## src/rtl/axil_uart_pkg.sv

```systemverilog
// Shared register map, AXI response codes and FSM state types for the
// AXI4-Lite UART register slave.
package axil_uart_pkg;

    localparam logic [1:0] ADDR_RXDATA = 2'd0;
    localparam logic [1:0] ADDR_TXDATA = 2'd1;
    localparam logic [1:0] ADDR_STATUS = 2'd2;
    localparam logic [1:0] ADDR_CTRL   = 2'd3;

    localparam logic [1:0] AXI_RESP_OKAY   = 2'b00;
    localparam logic [1:0] AXI_RESP_SLVERR = 2'b10;

    typedef enum logic {
        W_IDLE,
        W_RESP
    } w_state_t;

    typedef enum logic {
        R_IDLE,
        R_RESP
    } r_state_t;

endpackage

```

## src/rtl/axil_uart_slave.sv

```systemverilog
// AXI4-Lite slave turning register accesses into UART FIFO push/pop strobes.
// Independent write and read FSMs, one outstanding transaction each.
module axil_uart_slave
    import axil_uart_pkg::*;
#(
    parameter int C_ADDR_WIDTH = 4,
    parameter int C_DATA_WIDTH = 32
) (
    input  logic                        Clk,
    input  logic                        Resetn,

    input  logic [C_ADDR_WIDTH-1:0]     S_AXI_AWADDR,
    input  logic                        S_AXI_AWVALID,
    output logic                        S_AXI_AWREADY,

    input  logic [C_DATA_WIDTH-1:0]     S_AXI_WDATA,
    input  logic [C_DATA_WIDTH/8-1:0]   S_AXI_WSTRB,
    input  logic                        S_AXI_WVALID,
    output logic                        S_AXI_WREADY,

    output logic [1:0]                  S_AXI_BRESP,
    output logic                        S_AXI_BVALID,
    input  logic                        S_AXI_BREADY,

    input  logic [C_ADDR_WIDTH-1:0]     S_AXI_ARADDR,
    input  logic                        S_AXI_ARVALID,
    output logic                        S_AXI_ARREADY,

    output logic [C_DATA_WIDTH-1:0]     S_AXI_RDATA,
    output logic [1:0]                  S_AXI_RRESP,
    output logic                        S_AXI_RVALID,
    input  logic                        S_AXI_RREADY,

    input  logic [7:0]                  uart_rx_data,
    input  logic                        uart_rx_empty,
    output logic                        uart_rd_en,
    output logic [7:0]                  uart_tx_data,
    output logic                        uart_wr_en,
    input  logic                        uart_tx_full,
    output logic                        uart_enable_rx
);

    // ------------------------------------------------------------------
    // Write channel
    // ------------------------------------------------------------------
    w_state_t   w_state_q;
    logic       aw_held_q, w_held_q;
    logic [1:0] aw_addr_q;
    logic [7:0] w_byte_q;
    logic       w_strb0_q;
    logic       bvalid_q;
    logic [1:0] bresp_q;
    logic       wr_en_q;
    logic [7:0] tx_data_q;
    logic       ctrl_q;

    logic       aw_hs, w_hs, aw_have, w_have;
    logic [1:0] aw_addr_d;
    logic [7:0] w_byte_d;
    logic       w_strb0_d;

    // Only the decoded address bits, the low data byte and WSTRB[0] matter.
    logic       unused_bits;
    assign unused_bits = ^{S_AXI_AWADDR, S_AXI_WDATA, S_AXI_WSTRB, S_AXI_ARADDR};

    assign S_AXI_AWREADY = (w_state_q == W_IDLE) && !aw_held_q;
    assign S_AXI_WREADY  = (w_state_q == W_IDLE) && !w_held_q;

    assign aw_hs   = S_AXI_AWVALID && S_AXI_AWREADY;
    assign w_hs    = S_AXI_WVALID && S_AXI_WREADY;
    assign aw_have = aw_held_q || aw_hs;
    assign w_have  = w_held_q || w_hs;

    // NOTE: every always_comb output gets a value on every path, so no latch is inferred.
    always_comb begin
        aw_addr_d = aw_held_q ? aw_addr_q : S_AXI_AWADDR[3:2];
        w_byte_d  = w_held_q  ? w_byte_q  : S_AXI_WDATA[7:0];
        w_strb0_d = w_held_q  ? w_strb0_q : S_AXI_WSTRB[0];
    end

    // NOTE: sequential state uses non-blocking assignments so every flop samples pre-edge values.
    always_ff @(posedge Clk or negedge Resetn) begin
        if (!Resetn) begin
            w_state_q <= W_IDLE;
            aw_held_q <= 1'b0;
            w_held_q  <= 1'b0;
            aw_addr_q <= '0;
            w_byte_q  <= '0;
            w_strb0_q <= 1'b0;
            bvalid_q  <= 1'b0;
            bresp_q   <= AXI_RESP_OKAY;
            wr_en_q   <= 1'b0;
            tx_data_q <= '0;
            ctrl_q    <= 1'b0;
        end else begin
            wr_en_q <= 1'b0;
            case (w_state_q)
                W_IDLE: begin
                    if (aw_have && w_have) begin
                        w_state_q <= W_RESP;
                        bvalid_q  <= 1'b1;
                        bresp_q   <= AXI_RESP_OKAY;
                        if (w_strb0_d) begin
                            case (aw_addr_d)
                                ADDR_TXDATA: begin
                                    if (uart_tx_full) begin
                                        bresp_q <= AXI_RESP_SLVERR;
                                    end else begin
                                        wr_en_q   <= 1'b1;
                                        tx_data_q <= w_byte_d;
                                    end
                                end
                                ADDR_CTRL: ctrl_q <= w_byte_d[0];
                                default: ;
                            endcase
                        end
                    end else begin
                        if (aw_hs) begin
                            aw_held_q <= 1'b1;
                            aw_addr_q <= S_AXI_AWADDR[3:2];
                        end
                        if (w_hs) begin
                            w_held_q  <= 1'b1;
                            w_byte_q  <= S_AXI_WDATA[7:0];
                            w_strb0_q <= S_AXI_WSTRB[0];
                        end
                    end
                end
                W_RESP: begin
                    if (S_AXI_BREADY) begin
                        w_state_q <= W_IDLE;
                        bvalid_q  <= 1'b0;
                        aw_held_q <= 1'b0;
                        w_held_q  <= 1'b0;
                    end
                end
                default: w_state_q <= W_IDLE;
            endcase
        end
    end

    assign S_AXI_BVALID   = bvalid_q;
    assign S_AXI_BRESP    = bresp_q;
    assign uart_wr_en     = wr_en_q;
    assign uart_tx_data   = tx_data_q;
    assign uart_enable_rx = ctrl_q;

    // ------------------------------------------------------------------
    // Read channel
    // ------------------------------------------------------------------
    r_state_t                r_state_q;
    logic                    rvalid_q;
    logic [C_DATA_WIDTH-1:0] rdata_q, rdata_d;
    logic                    rd_en_q;

    assign S_AXI_ARREADY = (r_state_q == R_IDLE);

    always_comb begin
        rdata_d = '0;
        case (S_AXI_ARADDR[3:2])
            ADDR_RXDATA: if (!uart_rx_empty) rdata_d[8:0] = {1'b1, uart_rx_data};
            ADDR_STATUS: rdata_d[2:0] = {ctrl_q, uart_tx_full, !uart_rx_empty};
            ADDR_CTRL:   rdata_d[0]   = ctrl_q;
            default: ;
        endcase
    end

    always_ff @(posedge Clk or negedge Resetn) begin
        if (!Resetn) begin
            r_state_q <= R_IDLE;
            rvalid_q  <= 1'b0;
            rdata_q   <= '0;
            rd_en_q   <= 1'b0;
        end else begin
            rd_en_q <= 1'b0;
            case (r_state_q)
                R_IDLE: begin
                    if (S_AXI_ARVALID) begin
                        r_state_q <= R_RESP;
                        rvalid_q  <= 1'b1;
                        rdata_q   <= rdata_d;
                        // The head byte is captured in rdata_q at the same edge as the pop.
                        rd_en_q   <= (S_AXI_ARADDR[3:2] == ADDR_RXDATA) && !uart_rx_empty;
                    end
                end
                R_RESP: begin
                    if (S_AXI_RREADY) begin
                        r_state_q <= R_IDLE;
                        rvalid_q  <= 1'b0;
                    end
                end
                default: r_state_q <= R_IDLE;
            endcase
        end
    end

    assign S_AXI_RVALID = rvalid_q;
    assign S_AXI_RDATA  = rdata_q;
    assign S_AXI_RRESP  = AXI_RESP_OKAY;
    assign uart_rd_en   = rd_en_q;

endmodule

```

## config.mk

```make
export PLATFORM = sky130hd
export DESIGN_NAME = axil_uart_slave
export DESIGN_NICKNAME = d
export VERILOG_FILES = /design/src/rtl/axil_uart_pkg.sv /design/src/rtl/axil_uart_slave.sv
export SDC_FILE = /design/constraint.sdc
export NUM_CORES = 1
export LEC_CHECK = 0
export CAP_MARGIN = 15
export CELL_PAD_IN_SITES_DETAIL_PLACEMENT = 0
export CELL_PAD_IN_SITES_GLOBAL_PLACEMENT = 2
export CORE_MARGIN = 2
export CORE_UTILIZATION = 23
export DETAILED_ROUTE_END_ITERATION = 6
export GPL_TIMING_DRIVEN = 1
export PLACE_DENSITY_LB_ADDON = 0.1
export SKIP_CTS_REPAIR_TIMING = 1
export SLEW_MARGIN = 25
export SYNTH_ARGS = -nofsm -noshare
export SYNTH_HDL_FRONTEND = slang
export SYNTH_SLANG_ARGS = --single-unit
```

## constraint.sdc

```tcl
create_clock -name Clk -period 3 [get_ports Clk]
set_input_delay 0.6 -clock Clk [delete_from_list [all_inputs] [get_ports Clk]]
set_output_delay 0.6 -clock Clk [all_outputs]
set_load 0.05 [all_outputs]
```

==> results by group <==
Outcome
  – Status: finished, final reports clean

CTS
  – Total CTS buffers: 5
  – Htree depth: 2
  – Clock root cell: clkbuf_8
  – Clk buf depth: 2
  – Clk sinks: 38
  – Clk pin slew, worst setup/hold paths: 0.08 ns
  – CTS tree: yes
  – Skew-Pair Late Insertion Delay: 0.28 ns

Global route
  – First-pass GRT wire length: 6.53 mm
  – Vias in the first global route: 1,318
  – All-Layer GR Usage: 9.61%
  – Total global routing overflow: 0
  – Initial antenna violation count: 0
  – Pin count of the biggest net entering global routing: 39

Timing
  – Tcrit/Tclk final: 82.3%
  – RSZ-0062 raised after global routing: false
  – Tmin final: 2.47 ns
  – Fin. Hold Viols: 0
  – Fmax: 405 MHz
  – Worst slew margin relative to its limit: 55.2%
  – Worst Max-Slew Pin Slew: 0.667 ns
  – Clock skew: 0.00234 ns
  – # setup viols final: 0
  – Fin Setup TNS: 0 ns
  – Max-slew violations: 0

Critical path
  – Crit path capture type: primary output
  – Worst endpoint required time: 2.40 ns
  – Worst EP arrival: 1.87 ns
  – Crit-path max FO: 13
  – CP Class: reg -> out
  – Type of origin of the critical path: register

Detailed routing
  – Final ANT Viol Nets: 0
  – Detailed Routing Iterations Pass 1: 6
  – Vias: 1,266
  – Final WL: 3.97 mm
  – Post-DR wirelength/cell: 12.6 um
  – # DRC: 0
  – Routed vias/inst: 4.02
  – Iter 0 DRT Violations: 34

Floorplanning
  – # rows: 32
  – Die footprint: 8790 sq um
  – Ports: 113
  – Initial Util: 23.8%
  – Die Span X: 93.7 um
  – Die height: 93.7 um
  – Core area: 7770 sq um

Logic synthesis
  – Post-Synthesis Cells: 154
  – Seq cells post-synth: 38
  – Top-area cell type share of the netlist area: 51.4%
  – Most numerous cell in the Yosys netlist: dfrtp_1
  – Yosys warnings: 0
  – Largest cells by area after synthesis: dfrtp_1, mux2_2, buf_4, mux2_4, a22o_1
  – Post-synthesis async set-or-reset flop share: 100%
  – Post-synthesis simple-gate area fraction: 8.58%
  – Synth Area in Compound Gates: 6.89%
  – Most instantiated cells after synthesis: dfrtp_1, buf_4, mux2_2
  – Multiplexer share of the synthesized area: 19.5%
  – Post-synth cell types: 28
  – Post-Synth Adder-Cell Area: 0%
  – Syn avg cell area: 12.0 sq um
  – Largest family of logic cells by synthesized area: multiplexers
  – Mapped cell area: 1850 sq um
  – Register area share after synthesis: 51.4%
  – Xor and xnor fraction of the mapped netlist area: 0%
  – Leading register cell type out of synthesis: dfrtp_1
  – Leading area contributor after synthesis: dfrtp_1
  – EDFF count, synth: 0

Layout
  – Fin nets: 273
  – Area delta synth->final: 38.4%
  – Diode count: 0
  – Util after Layout: 33.0%
  – Final instance area: 2560 sq um
  – Share of layout cells above drive strength 1: 20.7%

Place
  – Final GP Congestion: 0.728
  – PortBufs: 55
  – Area after DPL: 2400 sq um
  – DPL Wire Length: 2.87 mm

Flow run
  – Max-cap violations: 0

Pwr
  – Pleak: 0.00116 uW
  – VDD IR max: 0.000287 V
  – PD cells: 954 nW/um^2

Hold path
  – HP Class: in -> async
critical path, stage by stage, from the launching register on:
cell             delay [ns]
dfrtp_1                0.59
nor2_1                 0.18
clkdlybuf4s50_1        0.81
power by group:
group,switching (uW),total (uW),internal (uW)
sequential,133,826,693
combinational,645,1080,430
clock,187,542,355
per-layer routing:
metal	GRT usage [%]	routed length, um
met1	11.7	1710
met2	16.1	1970
met3	2.41	220
met4	3.99	71
met5	0	0
area by class of cell:
type / count / area, sq um
clock buffers: 6 / 82.6
repair buffers: 57 / 573
well taps: 102 / 128
flip-flops and latches: 38 / 951
fillers: 828 / 5200
multi-input cells: 104 / 746
inverters: 6 / 22.5
clock inverters: 2 / 60.1
cells in the final DEF (no fill, tap or decap), types with 3 or more instances in the layout:
cell             instances
a22o_1                   5
clkbuf_8                 6
clkdlybuf4s50_1         54
conb_1                  26
dfrtp_1                 38
inv_1                    6
mux2_2                  25
mux2_4                   4
nand2_1                 11
nor2_1                   8
o21ai_0                  3
o31ai_1                  3
stage by stage:
step | setup slack [ns] | cells | total power, uW | hold WS [ns]
2_1_floorplan | 1.17 | 179 | 1630 | 0.304
5_1_grt | 0.400 | 315 | 2580 | 0.192
6_report | 0.531 | 315 | 2440 | 0.192
4_1_cts | 0.488 | 314 | 2480 | 0.461
3_5_place_dp | 0.785 | 306 | 1930 | 0.457
3_3_place_gp | 0.780 | 306 | 1910 | 0.441
logic make-up after synthesis:
| group | count (synthesis) |
|---|---|
| AOI/OAI and AO/OA | 18 |
| buffers and inverters | 37 |
| DFF | 38 |
| muxes | 31 |
| other | 1 |
| and+or+nand+nor | 29 |
worst paths after layout:
path / startpoint / to / slack [ns] / cells after the start
max: w_held_q$_DFFE_PN0P_ / S_AXI_WREADY / 0.53 / 2
min: Resetn / uart_tx_data[3]$_DFFE_PN0P_ / 0.19 / 1
max reg2reg: w_held_q$_DFFE_PN0P_ / w_byte_q[0]$_DFFE_PN0P_ / 1.06 / 3
max in group asynchronous: Resetn / aw_addr_q[0]$_DFFE_PN0P_ / 2.37 / 2
min in group Clk: r_state_q$_DFF_PN0_ / S_AXI_RVALID$_DFFE_PN0P_ / 0.46 / 1
min reg2reg: r_state_q$_DFF_PN0_ / S_AXI_RVALID$_DFFE_PN0P_ / 0.46 / 1
state kept, by name, indices dropped and copies added (netlist names), 2 cells and up:
signal / flops
aw_addr_q: 2
w_byte_q: 8
uart_tx_data: 8
S_AXI_RDATA: 9
No activity file was read; power rests on OpenSTA's default activity.
